===== src/rtl/serial_add_pkg.sv =====
// Shared types and sizing helpers for the bit-serial addition controller.
package serial_add_pkg;

   typedef enum logic [1:0] {
      IDLE,
      RUN,
      DONE
   } state_t;

   localparam int WIDTH_DEFAULT = 8;
   localparam int CNT_W         = $clog2(WIDTH_DEFAULT);

   // Bits needed for a bit counter running 0..width-1.
   function automatic int cnt_bits(input int width);
      return $clog2(width);
   endfunction

endpackage


===== src/rtl/serial_add_ctrl_fa_cell.sv =====
// Single-bit full adder built from two half adders with the carries ORed.
// This is the only combinational datapath element of the serial adder.

// Existing half adder cell: sum and carry of two bits.
module half_adder (
   input  logic a,
   input  logic b,
   output logic s,
   output logic c
);

   // Plain XOR/AND half adder.
   always_comb begin
      s = a ^ b;
      c = a & b;
   end

endmodule

module serial_fa_cell (
   input  logic a,
   input  logic b,
   input  logic cin,
   output logic s,
   output logic cout
);

   logic s0;
   logic c0;
   logic c1;

   half_adder u_ha0 (
      .a (a),
      .b (b),
      .s (s0),
      .c (c0)
   );

   half_adder u_ha1 (
      .a (s0),
      .b (cin),
      .s (s),
      .c (c1)
   );

   // At most one half adder can generate a carry, so OR merges them.
   always_comb begin
      cout = c0 | c1;
   end

endmodule


===== src/rtl/serial_add_ctrl.sv =====
// Bit-serial addition controller: captures two operands on start, walks a
// single full adder cell LSB-first one bit per clock, then publishes the
// WIDTH-bit sum and carry-out together with a one-cycle done pulse.
module serial_add_ctrl
   import serial_add_pkg::*;
#(
   parameter int WIDTH = WIDTH_DEFAULT
) (
   input  logic             clk,
   input  logic             rst,
   input  logic             start,
   input  logic [WIDTH-1:0] a,
   input  logic [WIDTH-1:0] b,
   output logic             busy,
   output logic             done,
   output logic [WIDTH-1:0] sum,
   output logic             cout
);

   localparam int CW = cnt_bits(WIDTH);

   state_t           state_q, state_d;
   logic [WIDTH-1:0] a_q, a_d;
   logic [WIDTH-1:0] b_q, b_d;
   logic [WIDTH-1:0] sum_q, sum_d;
   logic [CW-1:0]    cnt_q, cnt_d;
   logic             carry_q, carry_d;
   logic             busy_q, busy_d;
   logic             done_q, done_d;
   logic             cout_q, cout_d;

   logic             cell_s;
   logic             cell_c;

   serial_fa_cell u_cell (
      .a    (a_q[0]),
      .b    (b_q[0]),
      .cin  (carry_q),
      .s    (cell_s),
      .cout (cell_c)
   );

   // Next-state logic: operand capture in IDLE, one bit per cycle in RUN,
   // and a single done cycle before returning to IDLE. Start is only
   // looked at in IDLE, so requests during RUN/DONE are dropped.
   always_comb begin
      state_d = state_q;
      a_d     = a_q;
      b_d     = b_q;
      sum_d   = sum_q;
      cnt_d   = cnt_q;
      carry_d = carry_q;
      busy_d  = busy_q;
      done_d  = 1'b0;
      cout_d  = cout_q;
      case (state_q)
         IDLE: begin
            if (start) begin
               a_d     = a;
               b_d     = b;
               carry_d = 1'b0;
               cnt_d   = '0;
               busy_d  = 1'b1;
               state_d = RUN;
            end
         end
         RUN: begin
            sum_d   = {cell_s, sum_q[WIDTH-1:1]};
            a_d     = a_q >> 1;
            b_d     = b_q >> 1;
            carry_d = cell_c;
            cnt_d   = cnt_q + 1'b1;
            if (cnt_q == CW'(WIDTH - 1)) begin
               cnt_d   = '0;
               cout_d  = cell_c;
               done_d  = 1'b1;
               state_d = DONE;
            end
         end
         DONE: begin
            busy_d  = 1'b0;
            state_d = IDLE;
         end
         default: begin
            busy_d  = 1'b0;
            state_d = IDLE;
         end
      endcase
   end

   // All state and outputs are registered; reset wins over everything.
   always_ff @(posedge clk) begin
      if (rst) begin
         state_q <= IDLE;
         a_q     <= '0;
         b_q     <= '0;
         sum_q   <= '0;
         cnt_q   <= '0;
         carry_q <= 1'b0;
         busy_q  <= 1'b0;
         done_q  <= 1'b0;
         cout_q  <= 1'b0;
      end else begin
         state_q <= state_d;
         a_q     <= a_d;
         b_q     <= b_d;
         sum_q   <= sum_d;
         cnt_q   <= cnt_d;
         carry_q <= carry_d;
         busy_q  <= busy_d;
         done_q  <= done_d;
         cout_q  <= cout_d;
      end
   end

   assign busy = busy_q;
   assign done = done_q;
   assign sum  = sum_q;
   assign cout = cout_q;

endmodule


===== config.mk =====
export PLATFORM = sky130hd
export DESIGN_NAME = serial_add_ctrl
export DESIGN_NICKNAME = d
export VERILOG_FILES = /design/src/rtl/serial_add_pkg.sv /design/src/rtl/serial_add_ctrl_fa_cell.sv /design/src/rtl/serial_add_ctrl.sv
export SDC_FILE = /design/constraint.sdc
export NUM_CORES = 1
export LEC_CHECK = 0
export ABC_AREA = 1
export CORE_MARGIN = 3
export CORE_UTILIZATION = 53
export CTS_BUF_LIST = sky130_fd_sc_hd__clkbuf_4 sky130_fd_sc_hd__clkbuf_8
export DETAILED_ROUTE_END_ITERATION = 6
export PLACE_DENSITY = 0.83
export SLEW_MARGIN = 5
export SYNTH_ARGS = -nofsm -noshare
export SYNTH_HDL_FRONTEND = slang
export SYNTH_HIERARCHICAL = 1
export SYNTH_SLANG_ARGS = --single-unit

===== constraint.sdc =====
create_clock -name clk -period 1.6 [get_ports clk]
set_input_delay 0.16 -clock clk [delete_from_list [all_inputs] [get_ports clk]]
set_output_delay 0.16 -clock clk [all_outputs]
set_load 0.05 [all_outputs]

==> results.toml <==
[run_status]
status = "finished clean"

[clock_network]
cts-hold-fix-buffers = 0
numCtsBuffers = 5
cts_resized = 0
clock-sinks = 33
cts_tree = "built"
cts.path.max_buffers = 2
htreeDepth = 2
clk_latency_ns = 0.32
post-cts-setup-buffers = 0
clkSlewWorstSetupHoldPaths_ns = 0.10
clk_root_buffer_cell = "clkbuf_4"

[synth]
synth-edff-count = 0
syn_avg_cell_area_um2 = 6.713
ys_seq_area_share_pct = 43.35
synth-seq-cells = 33
yosysMostFrequentCell = "nand2_1"
synth_top_area_cell = "dfxtp_1"
synth_top_flop_cell = "dfxtp_1"
synth_cells = 227
synthesis.area_um2 = 1524
synthArstFlopShare_pct = 0
ys_types = 17
synth.top_cells.by_count = "72 x nand2_1, 34 x inv_1, 34 x nor2_1"
synth_top_area_share_pct = 43.35
synth_nets = 250
yosysWarnings = 6
synth_area_leaders = "dfxtp_1 43%, nand2_1 18%, inv_1 8.4%"

[sta]
fmax_mhz = 794.6
max_slew.worst_pin.slew_ns = 0.6513
finalSetupViolations = 0
rsz0062_at_grt = "no"
tns_ns = 0
finalMaxSlewViolations = 0
min_period_over_period_pct = 78.66
relSlewSlack_pct = 56.53
post-route-min-period_ns = 1.258
hold_viol = 0
clock_skew_ns = 0.002425

[global_routing]
globalRouteTotalUtil_pct = 17.21
grt_max_degree = 24
grt_pass1_vias = 1175
antenna_found_initial = 0
grt_overflow = 0
grt_pass1_wl_um = 4726

[min_path]
hold_end = "a_q[7]"
holdPathStages = 3
hold_path_class = "input port to flip-flop"
hp-start = "a[7]"

[place]
port_buffers = 29
place_hpwl_um = 1947
dp.cells = 280
place_congestion = 0.7810

[power]
p_sw_uw = 531.0
power_uw = 1829
p_clk_share_pct = 28.4
comb_power_share_pct = 21.6
internal_power_uw = 1298
leakage_uw = 0.0009259
power_frac_seq_pct = 50.0
max-vdd-ir-drop_v = 0.0007128
netSwitchingFraction_pct = 29.03
p_per_area_nw_per_um2 = 979.0

[layout]
final_cell_count_no_fill = 288
fin_nets = 280
area_delta_synth_final_pct = 22.58
antenna_cells = 0
drive_above_1_share_pct = 11.24

[floorplan]
initial_core_util_pct = 58.33
die_w_um = 59.62
row_count = 18
core-area_um2 = 2613
chipHeight_um = 59.62
dieArea_um2 = 3555
pin_count = 30

[worst_setup_path]
critical_path_class = "flip-flop to flip-flop"
crit_start = "state_q[1]"
rr_worst_depth = 5
cp_slowest_stage_delay_ns = 0.45
cp-end-kind = "flip-flop"
crit_path_start_kind = "flip-flop"
path_max_fanout = 22
reg2reg_from = "state_q[1]"
cp_slowest_cell = "dfxtp_1"
reg2reg_setup_slack_ns = 0.34
cp.required_ns = 1.83
crit_arrival_ns = 1.49
rr_endpoint = "b_q[0]"
path_cells = "inv_2 > nand2_2 > nand2_1 > a21oi_1 > nor2_1"

[job]
maxCapViolCount = 0

[drt]
wl_um = 2747
drc = 0
drtIter0Drc = 32
wl_per_cell_um = 9.538
via_count = 1335
dr.pass1.iters = 4
ant_nets = 0
routed_via_density = 4.635
-- final cells by class --
| class | count | area (µm²) |
|---|---|---|
| sequential | 33 | 660.6 |
| tap | 30 | 37.54 |
| inverter | 36 | 135.1 |
| clock buffer | 7 | 65.06 |
| fill | 224 | 744.5 |
| multi-input combinational | 147 | 651.9 |
| clock inverter | 1 | 5.005 |
| timing repair buffer | 34 | 312.8 |
-- worst max-delay path, delay by kind of cell (launching register included) --
family | cells | cell delay (ns)
and+or+nand+nor | 3 | 0.48
DFF | 1 | 0.45
AOI/OAI and AO/OA | 1 | 0.15
buffers and inverters | 1 | 0.09
-- sequential cells by signal, summed over array words and instances, names as in the netlist --
signal and flops:
cnt_q 3, sum 8, cout 1, done 1, b_q 8, a_q 8, busy 1, carry_q 1
state_q 2
-- cells in the final DEF (no fill, tap or decap) --
master and instances:
o21ai_4 1, nand3_1 3, clkinv_2 1, buf_12 1, a21oi_1 22, nor3_1 1
nor2_4 1, ha_1 4, nor2_1 34, clkbuf_8 2, clkdlybuf4s50_1 18, inv_2 2
nand2_1 72, nand2_2 1, dfxtp_1 33, clkbuf_4 5, inv_1 34, o21ai_0 8
buf_4 15
-- logic make-up (layout without fill, tap and decap cells) --
group,after synthesis,in the layout,synth area share (%)
simple gates,112,112,28.57
buf+inv,47,78,13.88
compound gates,31,31,10.92
fa+ha+maj,4,4,3.284
flops,33,33,43.35
-- how the worst max path moves through the flow --
stage / to / slack, ns / cells after the start
6_report: b_q[0] / 0.34 / 5
5_1_grt: b_q[3] / 0.22 / 5
4_1_cts: b_q[0] / 0.33 / 5
3_5_place_dp: sum[7] / 0.17 / 4
3_3_place_gp: b_q[4] / 0.19 / 6
2_1_floorplan: sum[7] / 0.45 / 4
-- layer usage --
metal | part of all wire [%] | vias to the layer above | GRT usage (%)
li1 | - | 742 | -
met1 | 47 | 566 | 21.72
met2 | 47 | 25 | 27.93
met3 | 5.0 | 2 | 3.922
met4 | 0.36 | 0 | 7.595
met5 | 0 | - | 0
-- stage by stage --
| step | hold slack, ns | cell area, µm² | utilization [%] | setup slack, ns |
|---|---|---|---|---|
| 6_report | 0.4126 | 1868 | 71.50 | 0.3415 |
| 5_1_grt | 0.4156 | 1868 | 71.50 | 0.2153 |
| 4_1_cts | 0.4000 | 1868 | 71.50 | 0.3275 |
| 3_5_place_dp | 0.4591 | 1798 | 68.82 | 0.1744 |
| 3_3_place_gp | 0.4503 | 1798 | 68.82 | 0.1913 |
| 2_1_floorplan | 0.3073 | 1524 | - | 0.4478 |
-- power by group through the flow --
stage / Clock (µW) / Sequential (µW) / Combinational (µW)
2_1_floorplan: 0 / 993 / 223
3_3_place_gp: 0 / 933 / 390
3_5_place_dp: 0 / 934 / 396
4_1_cts: 537 / 915 / 398
5_1_grt: 569 / 923 / 444
6_report: 520 / 914 / 395
Note: power is estimated with default switching activity, not from simulation.
